**config.mk**
```make
export PLATFORM = sky130hd
export DESIGN_NAME = uart_peek_initiator
export DESIGN_NICKNAME = d
export VERILOG_FILES = /design/src/rtl/uart_peek_initiator.sv
export SDC_FILE = /design/constraint.sdc
export NUM_CORES = 1
export LEC_CHECK = 0
export BUFFER_PORTS_ARGS = -buffer_cell sky130_fd_sc_hd__buf_2
export CORE_MARGIN = 1
export CORE_UTILIZATION = 40
export CTS_BUF_LIST = sky130_fd_sc_hd__clkbuf_4
export CTS_CLUSTER_SIZE = 30
export DETAILED_ROUTE_END_ITERATION = 8
export GPL_ROUTABILITY_DRIVEN = 1
export PLACE_DENSITY = 0.69
export SETUP_SLACK_MARGIN = 0.5
export SYNTH_ARGS = -nofsm -noshare
export SYNTH_HDL_FRONTEND = slang
export SYNTH_SLANG_ARGS = --single-unit
```
**constraint.sdc**
```tcl
create_clock -name clk -period 14.4 [get_ports clk]
set_input_delay 4.32 -clock clk [delete_from_list [all_inputs] [get_ports clk]]
set_output_delay 4.32 -clock clk [all_outputs]
set_load 0.05 [all_outputs]
```
**src/rtl/uart_peek_initiator.sv**
```systemverilog
// uart_peek_initiator: sends a 5-byte peek frame over a UART byte stream and
// collects the 4-byte little-endian reply, with an inter-byte timeout.
module uart_peek_initiator #(
    parameter int TIMEOUT_CYCLES = 100000,
    parameter int ID_W           = 8
) (
    input  logic            clk,
    input  logic            rst,
    input  logic            req_valid,
    output logic            req_ready,
    input  logic [31:0]     req_addr,
    input  logic [ID_W-1:0] req_id,
    output logic [7:0]      tx_data,
    output logic            tx_valid,
    input  logic            tx_ready,
    input  logic [7:0]      rx_data,
    input  logic            rx_valid,
    output logic            resp_valid,
    output logic [31:0]     resp_data,
    output logic            resp_timeout,
    output logic            busy,
    output logic [7:0]      rx_drop_cnt
);
    typedef enum logic [1:0] {IDLE, SEND, WAIT_RESP} state_t;

    state_t      r_state;
    logic [31:0] r_addr;
    logic [7:0]  r_id;
    logic [2:0]  r_byte;
    logic [1:0]  r_rx_cnt;
    logic [23:0] r_buf;
    logic [31:0] r_timer;
    logic [31:0] r_resp_data;
    logic        r_resp_valid;
    logic        r_resp_timeout;
    logic [7:0]  r_drop;

    assign req_ready    = r_state == IDLE;
    assign busy         = r_state != IDLE;
    assign tx_valid     = r_state == SEND;
    assign resp_valid   = r_resp_valid;
    assign resp_timeout = r_resp_timeout;
    assign resp_data    = r_resp_data;
    assign rx_drop_cnt  = r_drop;
    assign tx_data      = r_state != SEND  ? 8'h00 :
                          r_byte == 3'd0   ? r_addr[7:0] :
                          r_byte == 3'd1   ? r_addr[15:8] :
                          r_byte == 3'd2   ? r_addr[23:16] :
                          r_byte == 3'd3   ? r_addr[31:24] : r_id;

    always_ff @(posedge clk or posedge rst) begin
        if (rst) begin
            r_state        <= IDLE;
            r_addr         <= '0;
            r_id           <= '0;
            r_byte         <= '0;
            r_rx_cnt       <= '0;
            r_buf          <= '0;
            r_timer        <= '0;
            r_resp_data    <= '0;
            r_resp_valid   <= 1'b0;
            r_resp_timeout <= 1'b0;
            r_drop         <= '0;
        end else begin
            r_resp_valid   <= 1'b0;
            r_resp_timeout <= 1'b0;
            if (rx_valid && r_state != WAIT_RESP && r_drop != 8'hFF)
                r_drop <= r_drop + 8'd1;
            case (r_state)
                IDLE: if (req_valid) begin
                    r_addr  <= req_addr;
                    r_id    <= 8'(req_id);
                    r_byte  <= '0;
                    r_state <= SEND;
                end
                SEND: if (tx_ready) begin
                    if (r_byte == 3'd4) begin
                        r_state  <= WAIT_RESP;
                        r_rx_cnt <= '0;
                        r_timer  <= '0;
                    end else begin
                        r_byte <= r_byte + 3'd1;
                    end
                end
                WAIT_RESP: if (rx_valid) begin
                    // bytes arrive LSB first: shift down so byte 0 ends at bits [7:0]
                    r_timer  <= '0;
                    r_rx_cnt <= r_rx_cnt + 2'd1;
                    r_buf    <= {rx_data, r_buf[23:8]};
                    if (r_rx_cnt == 2'd3) begin
                        r_resp_data  <= {rx_data, r_buf};
                        r_resp_valid <= 1'b1;
                        r_state      <= IDLE;
                    end
                end else if (r_timer == 32'(TIMEOUT_CYCLES - 2)) begin
                    r_resp_timeout <= 1'b1;
                    r_state        <= IDLE;
                end else begin
                    r_timer <= r_timer + 32'd1;
                end
                default: r_state <= IDLE;
            endcase
        end
    end
endmodule

```
==> impl_results.md, run 1 <==
- Max-slew violations: 0
- Most frequent cells in the layout: 217 x nand2_1, 145 x dfrtp_1, 105 x buf_2, 45 x nor2_1, 33 x mux2_2
- Largest cells by area after synthesis: dfrtp_1 55%, nand2_1 12%, mux2_2 5.7%
- Leak: 3.933 nW
- CTS tree: built
- Ratio of cells with drive above 1 in the final layout: 24.08%
- First-pass DRT Iterations: 4
- # Post-CTS Setup Buffers: 0
- Sink Count: 145
- Worst slew pin tran: 1039 ps
- DR iter-0 viols: 231
- Antenna-violating nets left: 0
- Tot Pwr: 1.328 mW
- Cts bufs inserted: 17
- PwrDens: 175.1 mW/mm2
- Prevailing post-synth register cell: dfrtp_1
- Register area share after synthesis: 55.46%
- Horiz. Die Dim: 129.9 um
- Clk Latency, worst-skew pair: 540 ps
- Gr ovfl total: 0
- Setup-failing EPs final: 0
- DRC: 0
- Clk slew on worst S/H paths: 120 ps
- Port bufs: 105
- Most common cell after layout, fill and taps aside: nand2_1
- Post-CTS Resized: 0
- Pre-CTS setup slack: 7850 ps
- # diodes: 0
- TNS Setup: 0 ps
- Synthesized area: 0.006543 mm2
- GRT busiest layer: met2
- Yosys warns: 0
- Syn Nets: 734
- Area of the multi-input gates: 0.002736 mm2
- Htree depth: 4
- Final GP Congestion: 0.8767
- RSZ-0062 raised after global routing: no
- FF+latch area: 0.003628 mm2
- DIE AREA: 0.01687 mm2
- Tcrit/Tclk final: 49.63%
- Row count: 46
- Relative slew slack: 30.56%
- Worst-case clock buffer depth: 2
- Chip height: 129.9 um
- Core area: 0.01594 mm2
- Number of synthesized flops with an enable pin: 0
- Top cell type's share of synthesized area: 55.46%
- Clock Skews: 16.17 ps
- Distinct cells, synth: 49
- Post-layout minimum cycle time: 7147 ps
- Initial core utilization: 41.04%
- Ports: 106
- Mean Syn Cell Area: 9.736 um2
- Met2 GRT Util: 29.32%
- Largest net degree at the start of global routing: 97
- Met1 Usage GRT: 23.96%
- Worst setup path class: reg2out
- DP Area: 0.007300 mm2
- Max Freq: 139.9 MHz
- Crit end category: primary output
- PnR worst setup slack: 7253 ps
- Final HPWL DP: 9944 um
- Async set-reset flop share out of synthesis: 100.0%
- Nets: 838
- Peak supply drop: 0.0001567 V
- Routed wire per std cell: 14.19 um
- Worst-path maximum fanout: 16
- Initial antenna violation count: 0
- Cell chosen for the clock root: clkbuf_4
- Fin util: 47.57%
- Fin. Hold Viols: 0
- Synth Register Bits: 145
- Vias/cell: 4.963
- Startpoint types: flop
- First-pass GRT wire length: 23450 um
- Cell taking the most area after synthesis: dfrtp_1
- Syn Inst Count: 672
- Routed wire length: 14260 um
- Area grow syn2layout: 15.91%
- Total track usage: 18.11%
- Status: completed
- Max-Cap Viols: 0
- Vias in the first global route: 4730
- Final instance area: 0.007584 mm2
- Arr. time, crit path: 2830 ps
- CP required: 10080 ps
- Worst Hold Class: reg2reg
- Fill cells: 1544
- M3 GR Usage: 4.961%
- Post-CTS Hold Fix Bufs: 0
- DR vias: 4988
[synth_stat cells, types with 5 or more instances]
cell / instances
nand2_1: 217
dfrtp_1: 145
nor2_1: 46
mux2_2: 33
clkbuf_1: 24
a21oi_1: 18
a211oi_1: 16
inv_1: 15
nand3_1: 14
nand4_1: 14
o21ai_0: 13
xor2_1: 12
xnor2_1: 11
ha_1: 9
mux2i_1: 8
or3_1: 8
o21ai_1: 6
nor3_1: 5
nor4b_1: 5
[critical path, stage by stage, from the launching register on]
cell	delay, ps
dfrtp_1	430
inv_1	90
ha_1	130
nor2b_1	810
a21oi_1	160
a211oi_1	340
buf_2	320
[final timing paths]
path / start / endpoint / slack, ps / depth (start not counted)
worst max register to register: r_timer[0] / r_timer[13] / 11900 / 7
worst max-delay path: r_byte[1] / tx_data[4] / 7250 / 6
worst min register to register: r_buf[4] / r_buf[4] / 490 / 2
worst min-delay path: r_buf[4] / r_buf[4] / 490 / 2
min in group asynchronous: rst / rx_drop_cnt[3] / 3950 / 2
max in group asynchronous: rst / r_rx_cnt[1] / 9300 / 3
[final cells by class]
type                    instances  share of cell area [%]
repair buffers                113                   7.722
clock buffers                  20                   1.980
well taps                     216                   3.564
multi-input cells             483                   36.08
inverters                      16                   1.039
clock inverters                12                   1.765
flip-flops and latches        145                   47.85
[metal layers]
metal | vias up | wire, um | part of all wire, %
li1 | 2482 | - | -
met3 | 16 | 592 | 4.2
met2 | 113 | 6881 | 48
met1 | 2377 | 6639 | 47
met5 | - | 0 | 0
met4 | 0 | 147 | 1.0
[stage by stage]
step / instances / hold slack [ps]
2_1_floorplan: 672 / 441.8
3_3_place_gp: 973 / 454.6
3_5_place_dp: 973 / 463.7
4_1_cts: 1005 / 492.6
5_1_grt: 1005 / 515.6
6_report: 1005 / 488.3
[power breakdown]
part	switching [mW]	internal, mW
clock	0.147	0.110
sequential	0.0890	0.514
combinational	0.325	0.142
[registers in the layout (all words and copies together) (netlist names)]
| name | flops |
|---|---|
| r_byte | 3 |
| r_state | 2 |
| r_addr | 32 |
| r_rx_cnt | 2 |
| r_buf | 24 |
| rx_drop_cnt | 8 |
| resp_data | 32 |
| resp_timeout | 1 |
| r_id | 8 |
| r_timer | 32 |
| resp_valid | 1 |
[kinds of logic after synthesis]
logic type | after synthesis | share of synthesized area [%]
buffers and inverters | 44 | 2.811
multiplexers | 41 | 6.904
AO/OA/AOI/OAI | 66 | 6.330
flip-flops | 145 | 55.46
AND/OR/NAND/NOR | 344 | 23.69
XOR/XNOR | 23 | 3.079
adder cells (fa/ha/maj) | 9 | 1.721
No activity file was read; power rests on OpenSTA's default activity.
==> run 2: changes to the inputs <==
- PLACE_DENSITY: 0.69 -> 0.71
- clock period: 14.4 -> 5.7 ns (I/O delays scaled with it)
==> run 2 against run 1 <==
Net effect: critical path type unchanged; global-route usage is 0.40 points lower; core utilization is 0.11 points higher; clock power grew to 2.6 times the previous value; total power grew to 2.5 times the previous value; hold slack worse by 4.7 ps; final cell count stayed put; routed wire length is 1.4% lower; die area stayed put; combinational power grew to 2.5 times the previous value; critical endpoint is now tx_data[2]; via count is 0.88% higher; final area is 0.23% higher.
==> impl_results.md, run 2 (synthesis results as in run 1) <==
- Reg power frac: 45.4%
- Relative slew slack: 36.14%
- DRC: 0
- DP Area: 0.007311 mm2
- CP required: 3990 ps
- Cts bufs inserted: 17
- Leak: 3.927 nW
- Most frequent cells in the layout: 217 x nand2_1, 145 x dfrtp_1, 105 x buf_2, 45 x nor2_1, 33 x mux2_2
- Nets: 838
- Initial core utilization: 41.04%
- Vias/cell: 5.007
- Routed wire per std cell: 13.99 um
- Post-layout minimum cycle time: 4482 ps
- Final instance area: 0.007601 mm2
- Net switching power: 1.434 mW
- Core area: 0.01594 mm2
- Clk slew on worst S/H paths: 120 ps
- Peak supply drop: 0.0004620 V
- CTS tree: built
- DIE AREA: 0.01687 mm2
- Total track usage: 17.71%
- Reg2reg end: r_timer[4]
- Row count: 46
- Worst min-delay path endpoint: r_buf[7]
- R2R setup slack: 3010 ps
- Fill cells: 1538
- Chip height: 129.9 um
- DR vias: 5032
- Antenna-violating nets left: 0
- Setup-failing EPs final: 0
- Fin. Hold Viols: 0
- Clk Latency, worst-skew pair: 550 ps
- Horiz. Die Dim: 129.9 um
- RSZ-0062 raised after global routing: no
- HP Start: r_buf[7]
- Worst Hold Class: reg2reg
- Routed wire length: 14060 um
- Most common cell after layout, fill and taps aside: nand2_1
- Startpoint types: flop
- Worst-path maximum fanout: 16
- Clock share of power: 19.8%
- Reg2reg start: r_byte[0]
- Initial antenna violation count: 1
- Status: completed
- Worst-case clock buffer depth: 2
- # diodes: 0
- PnR worst setup slack: 1218 ps
- Ports: 106
- Hold-critical path depth: 2
- DR iter-0 viols: 218
- Clock Skews: 19.93 ps
- First-pass DRT Iterations: 4
- Post-CTS Resized: 0
- Int Pwr: 1.929 mW
- Gr ovfl total: 0
- First-pass GRT wire length: 23290 um
- Ratio of cells with drive above 1 in the final layout: 24.08%
- TNS Setup: 0 ps
- Final HPWL DP: 9604 um
- PwrDens: 442.5 mW/mm2
- Largest net degree at the start of global routing: 146
- # Post-CTS Setup Buffers: 0
- Port bufs: 105
- Final GP Congestion: 0.9137
- Sink Count: 145
- Logic pwr share: 34.9%
- Crit end category: primary output
- Arr. time, crit path: 2770 ps
- Cell chosen for the clock root: clkbuf_4
- Max-Cap Viols: 0
- Tcrit/Tclk final: 78.63%
- Post-CTS Hold Fix Bufs: 0
- FF+latch area: 0.003628 mm2
- Worst setup path class: reg2out
- Area grow syn2layout: 16.18%
- Max-slew violations: 0
- Htree depth: 4
- Pre-CTS setup slack: 1812 ps
- Worst slew pin tran: 955.9 ps
- Fin util: 47.68%
- Max Freq: 223.1 MHz
- Area of the multi-input gates: 0.002736 mm2
- Vias in the first global route: 4814
- R2R cell count: 8
- Switching Share: 42.64%
## run 2: metrics by stage
step / hold WS [ps] / cells / power [mW]
global placement: 455.2 / 973 / 2.697
detailed placement: 458.8 / 973 / 2.723
CTS: 489.7 / 1005 / 3.399
global route: 519.8 / 1005 / 3.602
floorplan: 441.8 / 672 / 2.402
finish: 483.6 / 1005 / 3.363
## run 2: power groups by stage
stage | logic, mW | registers [mW] | clock network, mW
6_report | 1.17 | 1.53 | 0.664
5_1_grt | 1.31 | 1.56 | 0.736
4_1_cts | 1.18 | 1.53 | 0.690
3_5_place_dp | 1.17 | 1.55 | 0
3_3_place_gp | 1.16 | 1.54 | 0
2_1_floorplan | 0.837 | 1.56 | 0
## run 2: final cells by class
type	count	share of cell area (%)
clock buffers	18	1.778
clock inverters	14	2.041
repair buffers	113	7.868
inverters	16	1.021
flip-flops and latches	145	47.74
multi-input cells	483	36.00
well taps	216	3.556
## run 2: how the worst max path moves through the flow
stage,from,end,slack (ps),cells after the start
floorplan,r_byte[0],tx_data[5],1270,9
global placement,r_byte[1],tx_data[2],1800,6
detailed placement,r_byte[1],tx_data[2],1810,6
CTS,r_byte[1],tx_data[2],1170,6
global route,r_byte[1],tx_data[2],870,6
finish,r_byte[1],tx_data[2],1220,6
## run 2: worst max-delay path, cell delays in order, from the launching register on
cell and delay, ps:
dfrtp_1 430, inv_1 90, ha_1 130, nor2b_1 750, a21oi_1 160, a211oi_1 340
buf_2 330
## run 2: routing by layer
metal  vias to the layer above  wire length (um)  GRT usage [%]  share of wire, %
met5                         -                 0              0                 0
met4                         0               267          6.088               1.9
met3                        16               686          4.797               4.9
met2                       140              6615          28.09                47
met1                      2405              6486          23.43                46
li1                       2471                 -              -                 -
